**src/rtl/audio_sample_player.sv**
```systemverilog
// One-shot PCM effect player: directory lookup, ROM streaming at CLK_DIV clocks per sample, 8-bit PWM out.
// Optional macro AUDIO_RETRIGGER_EN lets a trigger abort and restart a sample that is already playing.
module audio_sample_player #(
    parameter int SAMPLE_BITS = 3,
    parameter int ADDR_W      = 16,
    parameter int CLK_DIV     = 6250
) (
    input  logic                   CLK,
    input  logic                   RESET,
    input  logic [SAMPLE_BITS-1:0] AUDIO_SELECT,
    input  logic                   AUDIO_TRIGGER,
    output logic [ADDR_W-1:0]      ROM_ADDR,
    input  logic [7:0]             ROM_DATA,
    output logic [7:0]             SAMPLE_OUT,
    output logic                   AUDIO_PWM,
    output logic                   PLAYING
);
    typedef enum logic [1:0] {ST_IDLE, ST_DIR, ST_PLAY, ST_TAIL} state_t;

    state_t                 state_reg;
    logic [2:0]             dir_cnt_reg;
    logic [SAMPLE_BITS-1:0] sel_reg;
    logic [7:0]             dir_reg [4];
    logic [ADDR_W-1:0]      ptr_reg;
    logic [15:0]            remaining_reg;
    logic [15:0]            div_reg;
    logic [1:0]             lat_pipe_reg;   // marks ROM bytes in flight toward SAMPLE_OUT
    logic [1:0]             end_pipe_reg;   // delays the return to silence to match byte latency
    logic [7:0]             pwm_count_reg;

    logic [15:0]       dir_start;
    logic [15:0]       dir_len;
    logic              tick;
    logic              ending;
    logic              restart;
    logic [ADDR_W-1:0] base_cur;
    logic [ADDR_W-1:0] base_new;

    assign dir_start = {dir_reg[0], dir_reg[1]};
    assign dir_len   = {dir_reg[2], dir_reg[3]};
    assign tick      = (div_reg == 16'd0);
    assign base_cur  = ADDR_W'({sel_reg, 2'b00});
    assign base_new  = ADDR_W'({AUDIO_SELECT, 2'b00});
    assign ending    = ((state_reg == ST_DIR) && (dir_cnt_reg == 3'd6) && (dir_len == 16'd0)) ||
                       ((state_reg == ST_TAIL) && end_pipe_reg[1]);

`ifdef AUDIO_RETRIGGER_EN
    assign restart = AUDIO_TRIGGER;
`else
    assign restart = AUDIO_TRIGGER && ((state_reg == ST_IDLE) || ending);
`endif

    always_ff @(posedge CLK) begin
        if (RESET) begin
            state_reg     <= ST_IDLE;
            dir_cnt_reg   <= 3'd0;
            sel_reg       <= '0;
            for (int i = 0; i < 4; i++) dir_reg[i] <= 8'd0;
            ptr_reg       <= '0;
            remaining_reg <= 16'd0;
            div_reg       <= 16'd0;
            lat_pipe_reg  <= 2'b00;
            end_pipe_reg  <= 2'b00;
            pwm_count_reg <= 8'd0;
            ROM_ADDR      <= '0;
            SAMPLE_OUT    <= 8'h80;
            AUDIO_PWM     <= 1'b0;
            PLAYING       <= 1'b0;
        end else begin
            pwm_count_reg <= pwm_count_reg + 8'd1;
            AUDIO_PWM     <= (pwm_count_reg < SAMPLE_OUT);
            lat_pipe_reg  <= {lat_pipe_reg[0], 1'b0};
            end_pipe_reg  <= {end_pipe_reg[0], 1'b0};
            if (lat_pipe_reg[1])
                SAMPLE_OUT <= ROM_DATA;
            if ((state_reg == ST_PLAY) || (state_reg == ST_TAIL))
                div_reg <= tick ? 16'(CLK_DIV - 1) : div_reg - 16'd1;

            if (restart) begin
                state_reg    <= ST_DIR;
                dir_cnt_reg  <= 3'd1;
                sel_reg      <= AUDIO_SELECT;
                ROM_ADDR     <= base_new;
                PLAYING      <= 1'b1;
                lat_pipe_reg <= 2'b00;
                end_pipe_reg <= 2'b00;
                if ((state_reg == ST_TAIL) && end_pipe_reg[1])
                    SAMPLE_OUT <= 8'h80;
            end else begin
                case (state_reg)
                    ST_IDLE: begin
                    end
                    ST_DIR: begin
                        dir_cnt_reg <= dir_cnt_reg + 3'd1;
                        if (dir_cnt_reg <= 3'd3)
                            ROM_ADDR <= base_cur | ADDR_W'(dir_cnt_reg);
                        if ((dir_cnt_reg >= 3'd2) && (dir_cnt_reg <= 3'd5))
                            dir_reg[2'(dir_cnt_reg - 3'd2)] <= ROM_DATA;
                        if (dir_cnt_reg == 3'd6) begin
                            if (dir_len == 16'd0) begin
                                state_reg <= ST_IDLE;
                                PLAYING   <= 1'b0;
                            end else begin
                                // First byte is issued here; later bytes follow on divider ticks.
                                ROM_ADDR      <= ADDR_W'(dir_start);
                                ptr_reg       <= ADDR_W'(dir_start) + ADDR_W'(1);
                                remaining_reg <= dir_len - 16'd1;
                                div_reg       <= 16'(CLK_DIV - 1);
                                lat_pipe_reg  <= {lat_pipe_reg[0], 1'b1};
                                state_reg     <= (dir_len == 16'd1) ? ST_TAIL : ST_PLAY;
                            end
                        end
                    end
                    ST_PLAY: begin
                        if (tick) begin
                            ROM_ADDR     <= ptr_reg;
                            ptr_reg      <= ptr_reg + ADDR_W'(1);
                            lat_pipe_reg <= {lat_pipe_reg[0], 1'b1};
                            if (remaining_reg != 16'd0)
                                remaining_reg <= remaining_reg - 16'd1;
                            if (remaining_reg <= 16'd1)
                                state_reg <= ST_TAIL;
                        end
                    end
                    ST_TAIL: begin
                        if (tick)
                            end_pipe_reg <= {end_pipe_reg[0], 1'b1};
                        if (end_pipe_reg[1]) begin
                            SAMPLE_OUT <= 8'h80;
                            PLAYING    <= 1'b0;
                            state_reg  <= ST_IDLE;
                        end
                    end
                    default: state_reg <= ST_IDLE;
                endcase
            end
        end
    end
endmodule
```
**config.mk**
```make
export PLATFORM = sky130hd
export DESIGN_NAME = audio_sample_player
export DESIGN_NICKNAME = d
export VERILOG_FILES = /design/src/rtl/audio_sample_player.sv
export SDC_FILE = /design/constraint.sdc
export NUM_CORES = 1
export LEC_CHECK = 0
export BUFFER_PORTS_ARGS = -buffer_cell sky130_fd_sc_hd__buf_2
export CORE_UTILIZATION = 60
export DETAILED_ROUTE_END_ITERATION = 16
export PLACE_DENSITY_LB_ADDON = 0.1
export SYNTH_ARGS = -nofsm -noshare
export SYNTH_HDL_FRONTEND = slang
export SYNTH_SLANG_ARGS = --single-unit
```
**constraint.sdc**
```tcl
create_clock -name CLK -period 10.5 [get_ports CLK]
set_input_delay 2.1 -clock CLK [delete_from_list [all_inputs] [get_ports CLK]]
set_output_delay 2.1 -clock CLK [all_outputs]
set_load 0.02 [all_outputs]
```
==> run summary <==
The arrival time reported for the critical path endpoint is 4650 ps, and the global-route wire length before repair is 27,600 µm. In this run, post-CTS repair resized a total of 0 instances. The required time at the worst-slack endpoint was 10,600 ps.

The total CTS buffers was 17; the all-layer global routing usage was 0.302. The worst setup path is launched from an input pin. The number of buffers and inverters on the critical path was 1; the buffer levels on the longest clock path was 2. End of the worst register-to-register path: ptr_reg[14]. For this run, the top clock speed supported by timing is 0.220 GHz. Top cell type by total area after synthesis: sky130_fd_sc_hd__dfxtp_1. For the distinct cell type count of the synthesized netlist, the log shows 64. Dividing the detail-routed via count by the number of cells gives 6.31. The power density normalized to cell area came out at 219 nW/µm². The share of layout cells above drive strength 1 was 0.109.

Most used flip-flop cell after synthesis: sky130_fd_sc_hd__dfxtp_1. The headroom to the max-slew limit came out at 0.286. Setup violations remaining at the end of the flow were counted as 0.

For this design, the slowest cell found on the critical path is sky130_fd_sc_hd__a31oi_2. Count of endpoints failing hold in the final timing report: 0. The remaining number of nets flagged by the antenna check after routing came out at 0. The number of enable flip-flop cells after synthesis came out at 32. The clock period could shrink to 4550 ps. The finished cells cover 7710 µm². The post-synthesis average cell area came out at 8.68 µm². The beginning of the worst register-to-register path was state_reg[0]. Relative to the synthesized area, the layout overhead comes to 11.6%. The die is 109 µm wide. The clock transition time at the flip-flop clock pins of the worst setup and hold paths came out at 60 ps. TritonCTS built the clock tree. Leakage component of the power: 2.88 nW. The max-cap violation count is 0, and the number of antenna cells inserted is 0. Of all nets on the critical path, the largest fanout is 19.

Internal reg-to-reg setup slack: 6540 ps. The source of the worst hold timing path is ROM_ADDR[8]. In this run, the number of DRC markers left after iteration 0 of detailed routing was 703. The die covers 12,000 µm². In the post-synthesis netlist, the biggest area contributors are sky130_fd_sc_hd__dfxtp_1, sky130_fd_sc_hd__edfxtp_1, sky130_fd_sc_hd__ha_1. Once detailed placement completed, the half-perimeter wirelength came to 11,900 µm. The total number of nets in the final design is 859. Via count: 6,148. The number of nets in the synthesized netlist is 834.

The tools report the max-slew violation count as 0. The wire length per cell works out to 17.7 µm. In this run the core area contains 38 standard-cell rows. The cell count of the worst reg-to-reg path was 12. The worst hold path belongs to the class flip-flop to flip-flop.

For this design, the sink count on the clock tree is 126. The tools report the number of global-route vias before repair as 5,616. Clock tree synthesis selected as its root buffer the cell sky130_fd_sc_hd__clkbuf_16. The run finished with clean final reports. From bottom edge to top edge, the die measures 109 µm.

Summed over all failing endpoints, the final setup total negative slack is 0 ps. Top cell family by delay on the critical path: simple AND/OR/NAND/NOR gates. The H-tree was split into 4 levels.

The aggregate global routing overflow came out at 0. IR analysis of the VDD net gives a maximum drop of 215 µV. The run gives 8.17 ps as the worst clock skew.

Routability-driven placement finished with a final weighted congestion of 0.881. Yosys printed 0 warnings. The top-level port count is 40, and the number of buffers added for setup after CTS is 0. The count of input and output buffers was 39. The signal on the critical path passes through buf_2, nand3_1, nor2_1, a31oi_2, nand2_1, nor4_2, or2_1.

The number of fill cells was 865. The detailed-router iteration count before antenna repair is 5, and the detailed-route wire length is 17,200 µm. The share of the yosys chip area belonging to registers was 0.411. The final period utilization is 0.434. After detailed routing, the number of remaining DRC violations is 0. The depth of the worst hold-timing path is 2. The proportion of netlist area held by the largest area contributor is 0.272. The hold-critical path endpoint was ROM_ADDR[8]. The run gives 11,000 µm² as the core footprint. The logs give 0.626 for the initial core utilization and 61 for the pin count of the biggest net entering global routing.

Category of the worst setup path capture point: a flip-flop. The synthesized netlist occupies a cell area of 6910 µm². At the pin with the least slew margin, the transition time is 1070 ps. The run gives 0 as the hold-fix buffer count after cts. The register with the most flip-flops in the layout has 32 of them.

Setup repair after global routing left no endpoint under its margin. The synthesized design contains 126 register bits. The async set or reset register ratio after synthesis works out to 0. For the placed cell area, the log shows 7140 µm². The classification of the worst setup path is input pin to flip-flop. In this design, the stage delay of the slowest critical-path cell is 690 ps.

At the later pin of the worst-skew pair, clock insertion delay measures 430 ps. The number of antenna violations at the first check in global routing is 0, and the post-synthesis instance total is 796.
==> cells by family (layout without fill, tap and decap cells) <==
group                      count (synthesis)  after routing  synth area share
AOI/OAI and AO/OA                        209            209             0.188
muxes                                     17             17            0.0246
xor gates and xnor gates                  36             36            0.0456
and+or+nand+nor                          319            319             0.247
adders and majority gates                 24             24            0.0435
buffers and inverters                     65            103            0.0402
DFF                                      126            126             0.411
==> through the flow <==
stage               setup slack, ps  power, W  instances  hold WS (ps)  utilization
floorplan                      6790   0.00100        796           421            -
CTS                            5990   0.00168        974           452        0.699
global placement               5700   0.00110        942           437        0.647
detailed placement             5550   0.00111        942           444        0.647
finish                         5950   0.00168        974           451        0.699
global route                   5660   0.00177        974           463        0.699
==> Yosys cell counts, drive strengths merged (7+ instances only) <==
cell and n:
and2 24, nand3b 10, nor4 18, nand3 28, nor3 14, xnor2 18
clkbuf 20, nand4 12, o211ai 16, a21oi 59, a31oi 28, or3 7
dfxtp 94, xor2 18, nand2 73, mux2i 17, nand2b 8, ha 24
and3 24, nor2 74, a22oi 11, edfxtp 32, buf 16, inv 27
o21ai 54
==> tightest hold or removal path: cells and delay by family, from the launching register on <==
kind,cells,cell delay (ps)
AND/OR/NAND/NOR,1,50
flip-flops,1,310
AO/OA/AOI/OAI,1,50
==> power breakdown <==
group | switching [W] | internal [W]
clock network | 0.000235 | 0.000335
registers | 0.0000707 | 0.000558
logic | 0.000313 | 0.000174
total | 0.000618 | 0.00107
==> worst max-delay path by stage <==
stage / startpoint / to / depth (start not counted) / slack, ps
2_1_floorplan: AUDIO_TRIGGER / dir_reg[0][0] / 6 / 6790
3_3_place_gp: AUDIO_TRIGGER / dir_reg[0][0] / 7 / 5700
3_5_place_dp: AUDIO_TRIGGER / dir_reg[0][0] / 7 / 5550
4_1_cts: AUDIO_TRIGGER / dir_reg[0][1] / 7 / 5990
5_1_grt: AUDIO_TRIGGER / dir_reg[0][0] / 7 / 5660
6_report: AUDIO_TRIGGER / dir_reg[0][0] / 7 / 5950
==> layer usage <==
metal	GRT usage	routed length [µm]
met3	0.0605	1040
met1	0.405	7770
met4	0.120	281
met5	0	0
met2	0.479	8150
==> final cells by class <==
type                       count  area [µm²]  share of cell area
multi-input combinational    605        3790               0.492
sequential                   126        2840               0.369
clock buffer                  18         439              0.0570
timing repair buffer          42         218              0.0282
tap                          140         175              0.0227
clock inverter                14         133              0.0172
inverter                      29         109              0.0141
==> placed cells by master, fill, tap and decap left out, types with 6 or more instances in the layout <==
master                       n
sky130_fd_sc_hd__nor4_1     11
sky130_fd_sc_hd__nor2b_1     6
sky130_fd_sc_hd__inv_6       6
sky130_fd_sc_hd__inv_1      27
sky130_fd_sc_hd__and3_1     24
sky130_fd_sc_hd__and2_1     23
sky130_fd_sc_hd__nand4_1    12
sky130_fd_sc_hd__ha_1       23
sky130_fd_sc_hd__o211ai_1   16
sky130_fd_sc_hd__xnor2_1    18
sky130_fd_sc_hd__nor2_1     73
sky130_fd_sc_hd__a22oi_1    11
sky130_fd_sc_hd__dfxtp_1    94
sky130_fd_sc_hd__edfxtp_1   32
sky130_fd_sc_hd__a31oi_1    26
sky130_fd_sc_hd__or3_1       7
sky130_fd_sc_hd__o21ai_1     6
sky130_fd_sc_hd__nand3b_1    9
sky130_fd_sc_hd__nor3_1     13
sky130_fd_sc_hd__clkbuf_16  17
sky130_fd_sc_hd__buf_2      39
sky130_fd_sc_hd__nand3_1    27
sky130_fd_sc_hd__nand2b_1    8
sky130_fd_sc_hd__xor2_1     18
sky130_fd_sc_hd__mux2i_1    17
sky130_fd_sc_hd__o2111ai_1   6
sky130_fd_sc_hd__nand2_1    73
sky130_fd_sc_hd__nor4_2      6
sky130_fd_sc_hd__o21ai_0    48
sky130_fd_sc_hd__o31ai_1     6
sky130_fd_sc_hd__a21oi_1    59
(Power assumes the default switching activity.)
